--- src/rtl/program_loader.sv ---
// program_loader: byte-stream loader writing DEPTH instruction words into CPU RAM, then releasing the CPU once the XOR checksum matches.
module program_loader #(
  parameter int DATA_W = 11,
  parameter int ADDR_W = 3,
  parameter int DEPTH  = 8
) (
  input  logic              clk,
  input  logic              reset,
  input  logic              start,
  input  logic [7:0]        in_byte,
  input  logic              in_valid,
  output logic              in_ready,
  output logic [DATA_W-1:0] RAM_Write_Data,
  output logic [ADDR_W-1:0] RAM_Write_Address,
  output logic              RAM_Write_Enable,
  output logic              PC_Enable,
  output logic              busy,
  output logic              done,
  output logic              error
);
  typedef enum logic [2:0] {IDLE, LO, HI, WR, CSUM, RUN, ERR} state_t;
  state_t            state;
  logic [ADDR_W-1:0] addr;
  logic [7:0]        csum;
  logic [7:0]        lo;
  logic              xfer;
  logic              hi_bad;
  logic              last;
  always_comb begin
    in_ready         = state inside {LO, HI, CSUM};
    busy             = state inside {LO, HI, WR, CSUM};
    RAM_Write_Enable = state == WR;
    PC_Enable        = state == RUN;
    done             = state == RUN;
    error            = state == ERR;
    xfer             = in_valid && in_ready;
    hi_bad           = |(in_byte >> (DATA_W - 8));
    last             = addr == ADDR_W'(DEPTH - 1);
  end
  always_ff @(posedge clk or posedge reset) begin
    if (reset) begin
      state             <= IDLE;
      addr              <= '0;
      csum              <= '0;
      lo                <= '0;
      RAM_Write_Data    <= '0;
      RAM_Write_Address <= '0;
    end else begin
      case (state)
        IDLE, RUN, ERR: if (start) begin
          state <= LO;
          addr  <= '0;
          csum  <= '0;
        end
        LO: if (xfer) begin
          lo    <= in_byte;
          csum  <= csum ^ in_byte;
          state <= HI;
        end
        // unused high bits set means a malformed stream; nothing is written
        HI: if (xfer) begin
          if (hi_bad) state <= ERR;
          else begin
            RAM_Write_Data    <= DATA_W'({in_byte, lo});
            RAM_Write_Address <= addr;
            csum              <= csum ^ in_byte;
            state             <= WR;
          end
        end
        WR: begin
          state <= last ? CSUM : LO;
          addr  <= last ? addr : addr + 1'b1;
        end
        CSUM: if (xfer) state <= (in_byte == csum) ? RUN : ERR;
        default: state <= IDLE;
      endcase
    end
  end
endmodule

--- config.mk ---
export PLATFORM = sky130hd
export DESIGN_NAME = program_loader
export DESIGN_NICKNAME = d
export VERILOG_FILES = /design/src/rtl/program_loader.sv
export SDC_FILE = /design/constraint.sdc
export NUM_CORES = 1
export LEC_CHECK = 0
export ABC_AREA = 0
export ABC_CLOCK_PERIOD_IN_PS = 2690
export CAP_MARGIN = 20
export CORE_MARGIN = 2
export CORE_UTILIZATION = 50
export DETAILED_ROUTE_END_ITERATION = 10
export PLACE_DENSITY = 0.77
export SLEW_MARGIN = 20
export SYNTH_ARGS = -nofsm -noshare
export SYNTH_HDL_FRONTEND = slang
export SYNTH_SLANG_ARGS = --single-unit
--- constraint.sdc ---
create_clock -name clk -period 2.69 [get_ports clk]
set_clock_uncertainty 0.1 [all_clocks]
set_input_delay 0.269 -clock clk [delete_from_list [all_inputs] [get_ports clk]]
set_output_delay 0.269 -clock clk [all_outputs]
set_load 0.05 [all_outputs]
==> impl_metrics.toml <==
[power_and_ir_drop]
total_power_w = 0.00243
power-per-cell-area_nw_per_um2 = 1020
power.leakage_nw = 1.09
worst_ir_drop_vdd_uv = 541

[floorplanning]
die_width_um = 65.6
start_util_pct = 51.8
design.portCount = 32
fp.dieH_um = 65.6
floorplan.core_area_sq_um = 3660
floorplan_die_area_sq_um = 4300
num_rows = 22

[worst_setup_path]
register_to_register_setup_slack_ps = 410
reg2reg_depth = 4
timing.critical_path.max_delay_family = "buffers and inverters"
kind_of_critical_path = "reg2out"
critical_path.cell_chain = "nor2b_1, and2_1, clkdlybuf4s50_1"
critical_path.startpoint = "state[1]"
rr_startpoint = "state[2]"
critical_path_arrival_ps = 2140
crit-reg2reg-capture = "csum[0]"
endpoint_kind = "primary output"
worst_path_max_delay_cell = "clkdlybuf4s50_1"
timing.critical_path.fanout_max = 17
path_buf_inv = 1
slowest_delay_ps = 820
timing.critical_path.from_type = "flip-flop"
worstPathRequired_ps = 2320

[cts]
clkSlewWorstSetupHoldPaths_ps = 70
max-clock-path-buffers = 2
cts_hold_buffers = 0
cts-htree-levels = 2
cts_num_sinks = 36
cts_inserted_buffers = 5
post_cts_buffers = 0
tritoncts = "done"
cts_root_buffer = "clkbuf_8"
clock_latency_ps = 290

[finish]
insertedDiodeCount = 0
syn2layout_area_growth_pct = 25.3
final_design_area_no_fill_sq_um = 2380
fin_util_pct = 65.0
final_layout_size_suffix_gt1_share_pct = 23.3
nets = 223

[sta]
final_max_slew_viol_count = 0
finalWorstPathRequiredPeriod_ps = 2510
timing.max_slew.rel_slack_pct = 46.5
fmaxAchievable_mhz = 399
timing.final.crit_share_pct = 93.3
setup_violations = 0
rsz0062_at_grt = "no"
finalSetupTns_ps = 0
max_slew.worst_pin.slew_ps = 797
final-hold-violation-count = 0

[routing]
number_of_design_rule_violations_left_after_detail_routing = 0
first_pass_iters = 4
detailroute.via_count = 1442
totalWireLength_um = 4130
routed_via_density = 5.59
detail_route.iter0.violations = 108
route.detailed.wl_per_inst_um = 16.0
drt.antenna.violating_nets = 0

[placement]
detailed_place_hpwl_um = 3060
globalplace.congestion = 0.820
postPlaceCellArea_sq_um = 2280
port-buffer-count = 31

[yosys]
synth-async-reset-ratio_pct = 100
synth.yosys.seq_area_share_pct = 47.5
synth_area_per_cell_sq_um = 11.0
synth_most_common_cell = "dfrtp_1"
mappedNetlistNets = 187
number_of_flops_mapped_to_enable_cells_by_yosys = 0
synth_flop_cell = "dfrtp_1"
syn-instance-count = 173
synth_cell_type_count = 40
yosys_register_bits = 36
synth_warnings = 0
synth.cell_area_sq_um = 1900
library_cell_occupying_the_most_area_in_the_post_synthesis_netlist = "dfrtp_1"
synth_top_area_share_pct = 47.5
synth.cells.most_frequent = "36 x dfrtp_1, 23 x mux2_2, 10 x nand2b_1, 10 x nor3_1, 10 x xor2_1"
synthTopCellsByArea = "dfrtp_1 47%, mux2_2 14%, xor2_1 4.6%"

[grt]
grt_start_max_net_pins = 37
grt_overflow_total = 0
grt_first_pass_wirelength_um = 6940
number_of_global_route_vias_before_repair = 1425
gr-usage-all-layers_pct = 21.6
initial_antenna_violation_count = 0

[run_status]
outcome = "completed"

[worst_hold_path]
hp-class = "in2async"

[flow_run]
cap_viol_max_count = 0
==> power by group <==
part / total (W) / switching (W) / internal, W / leakage, nW
Sequential: 0.000860 / 0.000167 / 0.000693 / 0.474
Clock: 0.000396 / 0.000191 / 0.000204 / 0.0510
Combinational: 0.00118 / 0.000682 / 0.000494 / 0.562
Total: 0.00243 / 0.00104 / 0.00139 / 1.09
==> sequential cells by signal, indices dropped and copies added, names as in the netlist <==
signal	cells
RAM_Write_Address	3
state	3
RAM_Write_Data	11
lo	8
csum	8
addr	3
==> cell usage in the layout (no fill, tap or decap), types with 3 or more instances in the layout <==
cell type / Yosys / layout
a21oi_1: 3 / 3
and2_1: 4 / 4
buf_4: 1 / 12
clkbuf_8: 0 / 6
clkdlybuf4s50_1: 0 / 28
dfrtp_1: 36 / 35
inv_1: 5 / 5
mux2_2: 23 / 23
nand2_1: 3 / 3
nand2b_1: 10 / 10
nor2_1: 4 / 4
nor2b_1: 4 / 4
nor3_1: 10 / 10
o21ai_0: 3 / 3
o21ai_1: 8 / 8
o31ai_1: 9 / 9
xor2_1: 10 / 10
==> how the worst max path moves through the flow <==
stage	endpoint	slack, ps	depth (start not counted)
2_1_floorplan	busy	520	5
3_3_place_gp	csum[6]	370	5
3_5_place_dp	csum[0]	200	5
4_1_cts	RAM_Write_Enable	40	3
5_1_grt	error	90	4
6_report	RAM_Write_Enable	180	3
==> tightest hold or removal path, stage by stage <==
cell and delay, ps:
clkdlybuf4s50_1 390, inv_1 50, buf_4 390
==> area by class of cell <==
| cell class | count | area [sq um] |
|---|---|---|
| Sequential cell | 36 | 902 |
| Timing Repair Buffer | 40 | 370 |
| Clock inverter | 2 | 10.0 |
| Multi-Input combinational cell | 121 | 935 |
| Clock buffer | 6 | 82.6 |
| Fill cell | 279 | 1280 |
| Tap cell | 48 | 60.1 |
| Inverter | 5 | 18.8 |
==> routing by layer <==
layer / global-route usage [%] / wire [um] / vias up
met5: 0 / 0 / -
met4: 7.81 / 60 / 0
met3: 4.62 / 172 / 6
met2: 34.9 / 2040 / 37
met1: 28.5 / 1860 / 699
li1: - / - / 700
==> stage by stage <==
| step | setup WS, ps | cells | hold WS [ps] |
|---|---|---|---|
| 5_1_grt | 88.6 | 258 | 341 |
| 3_5_place_dp | 203 | 250 | 393 |
| 3_3_place_gp | 369 | 250 | 384 |
| 6_report | 181 | 258 | 280 |
| 2_1_floorplan | 521 | 173 | 297 |
| 4_1_cts | 38.1 | 258 | 299 |
==> timing repair <==
item / CTS / global route
endpoints found under the hold margin: 0 / 0
setup endpoints to repair: 0 / 2
gates resized for setup: 0 / 1
==> cell families after synthesis <==
logic type	count (synthesis)	synth area share, %
xor gates and xnor gates	11	5.08
DFF	36	47.5
AOI/OAI and AO/OA	35	12.3
adders and majority gates	2	1.32
muxes	26	15.9
and+or+nand+nor	47	14.3
buffers and inverters	16	3.63
Note: power is estimated with default switching activity, not from simulation.
